$ cat src/rtl/sev_seg_pkg.sv
// Shared types and default timing for the seven-segment display scheduler.
package sev_seg_pkg;

  typedef enum logic {S_BLANK, S_ON} sched_state_t;

  typedef logic [3:0] digit_t;

  // 6 MHz clock: 30000 cycles = 200 Hz per digit slot, 600 cycles = 100 us dead time
  localparam int unsigned DEF_NUM_DIGITS  = 2;
  localparam int unsigned DEF_REFRESH_DIV = 30000;
  localparam int unsigned DEF_DEADTIME    = 600;

endpackage

$ cat src/rtl/sev_seg_phase_timer.sv
// Down-counter that times one scheduler phase; done is high on the last cycle
// of the phase, when the counter reloads with the length of the next phase.
module sev_seg_phase_timer #(
  parameter int unsigned W = 16
) (
  input  logic         clk,
  input  logic         reset,
  input  logic [W-1:0] len,
  output logic         done
);

  logic [W-1:0] cnt;

  assign done = (cnt == W'(1));

  // A zero count only occurs straight after reset; it starts the first phase.
  always_ff @(posedge clk or negedge reset) begin
    if (!reset) begin
      cnt <= '0;
    end else if (cnt == '0 || done) begin
      cnt <= len;
    end else begin
      cnt <= cnt - 1'b1;
    end
  end

endmodule

$ cat src/rtl/sev_seg_scheduler.sv
// Time-multiplexes stored keypad digits onto shared seven-segment pins with
// an all-off dead time at each digit switch. Option: SEG_BLANK_UNLOADED_EN.
module sev_seg_scheduler
  import sev_seg_pkg::*;
#(
  parameter int unsigned NUM_DIGITS  = DEF_NUM_DIGITS,
  parameter int unsigned REFRESH_DIV = DEF_REFRESH_DIV,
  parameter int unsigned DEADTIME    = DEF_DEADTIME
) (
  input  logic                          clk,
  input  logic                          reset,
  input  logic                          key_valid,
  input  logic [3:0]                    key_code,
  output logic                          key_ready,
  output logic [NUM_DIGITS-1:0]         seg_en,
  output logic [3:0]                    sw,
  output logic [$clog2(NUM_DIGITS)-1:0] slot
);

  localparam int unsigned SW_W   = $clog2(NUM_DIGITS);
  localparam int unsigned TW     = $clog2(REFRESH_DIV + 1);
  localparam int unsigned ON_LEN = REFRESH_DIV - DEADTIME;

  if (DEADTIME < 1 || REFRESH_DIV <= DEADTIME || NUM_DIGITS < 2) begin : g_bad_params
    $error("sev_seg_scheduler: need DEADTIME>=1, REFRESH_DIV>DEADTIME, NUM_DIGITS>=2");
  end

  sched_state_t          state;
  sched_state_t          state_nxt;
  logic                  phase_done;
  logic [TW-1:0]         phase_len;
  logic                  transfer;
  logic [NUM_DIGITS-1:0] on_mask;
  digit_t                digit [NUM_DIGITS];

  // Reload length is for the phase being entered; the post-reset start is a blank phase.
  assign phase_len = (state == S_BLANK && phase_done) ? TW'(ON_LEN) : TW'(DEADTIME);

  sev_seg_phase_timer #(
    .W (TW)
  ) u_phase_timer (
    .clk   (clk),
    .reset (reset),
    .len   (phase_len),
    .done  (phase_done)
  );

  always_comb begin
    state_nxt = state;
    case (state)
      S_BLANK: if (phase_done) state_nxt = S_ON;
      S_ON:    if (phase_done) state_nxt = S_BLANK;
      default: state_nxt = S_BLANK;
    endcase
  end

  always_ff @(posedge clk or negedge reset) begin
    if (!reset) begin
      state <= S_BLANK;
    end else begin
      state <= state_nxt;
    end
  end

  assign key_ready = (state == S_BLANK);
  assign transfer  = key_valid && key_ready;

  always_ff @(posedge clk or negedge reset) begin
    if (!reset) begin
      for (int unsigned i = 0; i < NUM_DIGITS; i++) begin
        digit[i] <= '0;
      end
    end else if (transfer) begin
      digit[0] <= key_code;
      for (int unsigned i = 1; i < NUM_DIGITS; i++) begin
        digit[i] <= digit[i-1];
      end
    end
  end

`ifdef SEG_BLANK_UNLOADED_EN
  logic [NUM_DIGITS-1:0] loaded;
  logic [NUM_DIGITS-1:0] loaded_nxt;

  assign loaded_nxt = transfer ? {loaded[NUM_DIGITS-2:0], 1'b1} : loaded;

  always_ff @(posedge clk or negedge reset) begin
    if (!reset) begin
      loaded <= '0;
    end else begin
      loaded <= loaded_nxt;
    end
  end

  // Uses the post-transfer flags so a load on the final blank cycle lights at once.
  always_comb begin
    on_mask       = '0;
    on_mask[slot] = loaded_nxt[slot];
  end
`else
  always_comb begin
    on_mask       = '0;
    on_mask[slot] = 1'b1;
  end
`endif

  always_ff @(posedge clk or negedge reset) begin
    if (!reset) begin
      slot   <= '0;
      seg_en <= '0;
    end else if (phase_done) begin
      if (state == S_BLANK) begin
        seg_en <= on_mask;
      end else begin
        seg_en <= '0;
        slot   <= (slot == SW_W'(NUM_DIGITS - 1)) ? '0 : slot + 1'b1;
      end
    end
  end

  assign sw = digit[slot];

endmodule

$ cat config.mk
export PLATFORM = sky130hd
export DESIGN_NAME = sev_seg_scheduler
export DESIGN_NICKNAME = d
export VERILOG_FILES = /design/src/rtl/sev_seg_pkg.sv /design/src/rtl/sev_seg_phase_timer.sv /design/src/rtl/sev_seg_scheduler.sv
export SDC_FILE = /design/constraint.sdc
export NUM_CORES = 1
export LEC_CHECK = 0
export BUFFER_PORTS_ARGS = -buffer_cell sky130_fd_sc_hd__buf_2
export CELL_PAD_IN_SITES_DETAIL_PLACEMENT = 0
export CELL_PAD_IN_SITES_GLOBAL_PLACEMENT = 1
export CORE_MARGIN = 5
export CORE_UTILIZATION = 46
export CTS_BUF_LIST = sky130_fd_sc_hd__clkbuf_2
export DETAILED_ROUTE_END_ITERATION = 8
export HOLD_SLACK_MARGIN = 0.06
export PLACE_DENSITY_LB_ADDON = 0.1
export SYNTH_ARGS = -nofsm -noshare
export SYNTH_HDL_FRONTEND = slang
export SYNTH_SLANG_ARGS = --single-unit
$ cat constraint.sdc
create_clock -name clk -period 2.1 [get_ports clk]
set_clock_uncertainty 0.1 [all_clocks]
set_input_delay 0.105 -clock clk [delete_from_list [all_inputs] [get_ports clk]]
set_output_delay 0.105 -clock clk [all_outputs]
set_load 0.05 [all_outputs]
==> results.ini <==
[setup_path]
crit_chain=nor4_4 > and4_4 > nand2_4 > inv_1 > ha_1 > nor3_1 > a31oi_1
cp-end-kind=flop
critical_path_class=flop to flop
max_stage_delay_ps=500
critical_path_required_ps=2310
cp-start-kind=flop
critical-path-slowest-cell=dfrtp_1
cp_max_fo=5
cp.arrival_ps=2090

[synthesis]
syn-instance-count=126
syn_nets=136
synthSimpleGateAreaFrac_pct=25.87
synth.distinct_cells=30
synth_mux_area_share_pct=5.814
synth_fa_ha_area_share_pct=2.907
syn_area_sq_um=1291
yosys-top-cells-area=dfrtp_1 (52%), nand2_1 (9.0%), xor2_1 (4.7%)
synth_compound_area_share_pct=3.585
avgSynthCellArea_sq_um=10.25
synthDominantCellAreaShare_pct=52.33
synth_top_area_cell=dfrtp_1
yosysSeqAreaShare_pct=52.33
ys_warn_count=0
synth_xor_area_share_pct=7.461
synth_top_family_by_area=simple AND/OR/NAND/NOR gates
ys_seq_elements=27

[power_and_ir_drop]
total_power_uw=836.3
ir_worst_vdd_uv=377.7
power.density_nw_per_um2=541.7
p_leak_uw=0.0007793

[timing]
slew_headroom_pct=59.57
setup_viol=0
slew_viol_final=0
fin_ws_ps=216.6
rsz0062_at_grt=no
period_needed_ps=1883
tightest_slew_ps=606.5
post-route-period-util_pct=89.69
tns_ps=0
hold_viol=0
max_freq_mhz=530.9

[cts]
insertion_delay_ps=350
postCtsSetupBuffers=0
htreeDepth=1
cts_made_buffers=3
ctsRootBufferMaster=clkbuf_2
clockBufferDepth=2
cts_tree=built
cts.sinks=27
clk_pin_slew_worst_paths_ps=260

[finish]
diodes=0
utilization_pct=56.48
area_growth_pct=19.57
final_common_cell=nand2_1
final_cell_mix=nand2_1 (31), dfrtp_1 (27), buf_2 (14)
stdcell_count=186
drive_gt1_share_pct=20.65
nets=166

[global_routing]
grt_pass1_wl_um=4554
grtUsageTotal_pct=14.11
grt_pass1_vias=1000
grt-ovfl-total=0
grt_max_degree=28
antenna_found_initial=0

[placed_design]
post-place-cells=172
portBuffers=14
post-place-ws_ps=170.5
hpwl_um=1703
routabilityCongestion=0.7681

[status]
outcome=complete, no violations

[route]
routedWlPerCell_um=13.28
via_count=964
final_antenna_net_count=0
wl_um=2471
drc_errors=0
first_pass_iters=4
dr.first_iter.drc_count=21
detail_route.vias_per_cell=5.183

[floorplanning]
initial_utilization_pct=47.23
core-area_sq_um=2734
die-height_um=62.98
io_pins=15
rows=19
die_x_um=62.98
dieArea_sq_um=3966

[worst_hold_path]
min_path_type=input pin to asynchronous set/reset pin

[run]
cap_violations=0

[where the power goes]
| part | internal [uW] | switching [uW] |
|---|---|---|
| clock network | 43.2 | 156 |
| logic | 36.3 | 55.8 |
| registers | 536 | 8.89 |
| total | 616 | 220 |
[logic make-up after synthesis]
kind of cell	after synthesis
xor+xnor	11
mux	6
simple gates	65
fa+ha+maj	3
compound gates	7
flops	27
buf+inv	7
[worst max-delay path, delay by kind of cell, from the launching register on]
family,cells,cell delay (ps)
simple gates,4,870
compound gates,1,140
fa+ha+maj,1,160
flops,1,500
buf+inv,1,60
[flip-flops by register name, indices dropped and copies added, names as in the netlist]
name               count
seg_en                 2
state                  1
slot                   1
digit                  8
u_phase_timer.cnt     15
[metrics by stage]
stage	instance area, sq um	hold WS [ps]
2_1_floorplan	1291	-290.6
3_3_place_gp	1415	44.98
3_5_place_dp	1415	53.17
4_1_cts	1535	148.4
5_1_grt	1544	170.5
6_report	1544	138.2
[path summary, 6_finish.rpt]
path | start | to | slack [ps] | cells past startpoint
setup reg to reg | u_phase_timer.cnt[8] | u_phase_timer.cnt[7] | 220 | 7
setup / recovery | u_phase_timer.cnt[8] | u_phase_timer.cnt[7] | 220 | 7
max in group asynchronous | reset | seg_en[0] | 1370 | 2
min in group clk | digit[3] | digit[3] | 410 | 2
hold reg to reg | digit[3] | digit[3] | 410 | 2
hold / removal | reset | u_phase_timer.cnt[6] | 140 | 2
[what timing repair did]
| action | in CTS | in global routing |
|---|---|---|
| resized for setup | 0 | 1 |
| setup endpoints to repair | 0 | 3 |
| hold endpoints to repair | 35 | 0 |
| hold buffers | 10 | 0 |
[metal layers]
layer / up-vias / share of wire, % / global-route usage (%)
met5: - / 0 / 0
met4: 0 / 0.53 / 4.775
met3: 2 / 3.1 / 2.698
met2: 12 / 51 / 23.21
met1: 467 / 46 / 18.41
li1: 483 / - / -
[area by class of cell]
class | count | area (sq um)
Clock buffer | 3 | 15.01
Timing Repair Buffer | 27 | 192.7
Inverter | 5 | 18.77
Fill cell | 252 | 1190
Multi-Input combinational cell | 92 | 598.1
Tap cell | 31 | 38.79
Clock inverter | 1 | 5.005
Sequential cell | 27 | 675.6
[cell usage after synthesis]
| library cell | count |
|---|---|
| nand2_1 | 31 |
| dfrtp_1 | 27 |
| nor2_1 | 13 |
| xor2_1 | 7 |
| inv_1 | 5 |
| mux2_2 | 4 |
| nand3_1 | 4 |
| xnor2_1 | 4 |
| ha_1 | 3 |
| a21oi_1 | 2 |
| clkbuf_1 | 2 |
| mux2_4 | 2 |
| nand4_1 | 2 |
| nand4b_1 | 2 |
| nor2b_1 | 2 |
| nor3_1 | 2 |
| a22o_1 | 1 |
| a31oi_1 | 1 |
| and4_4 | 1 |
| nand2_4 | 1 |
| nand3b_1 | 1 |
| nor2_4 | 1 |
| nor3b_1 | 1 |
| nor4_1 | 1 |
| nor4_2 | 1 |
| nor4_4 | 1 |
| o21ai_1 | 1 |
| o31ai_1 | 1 |
| o41ai_1 | 1 |
| or4_1 | 1 |
No activity file was read; power rests on OpenSTA's default activity.
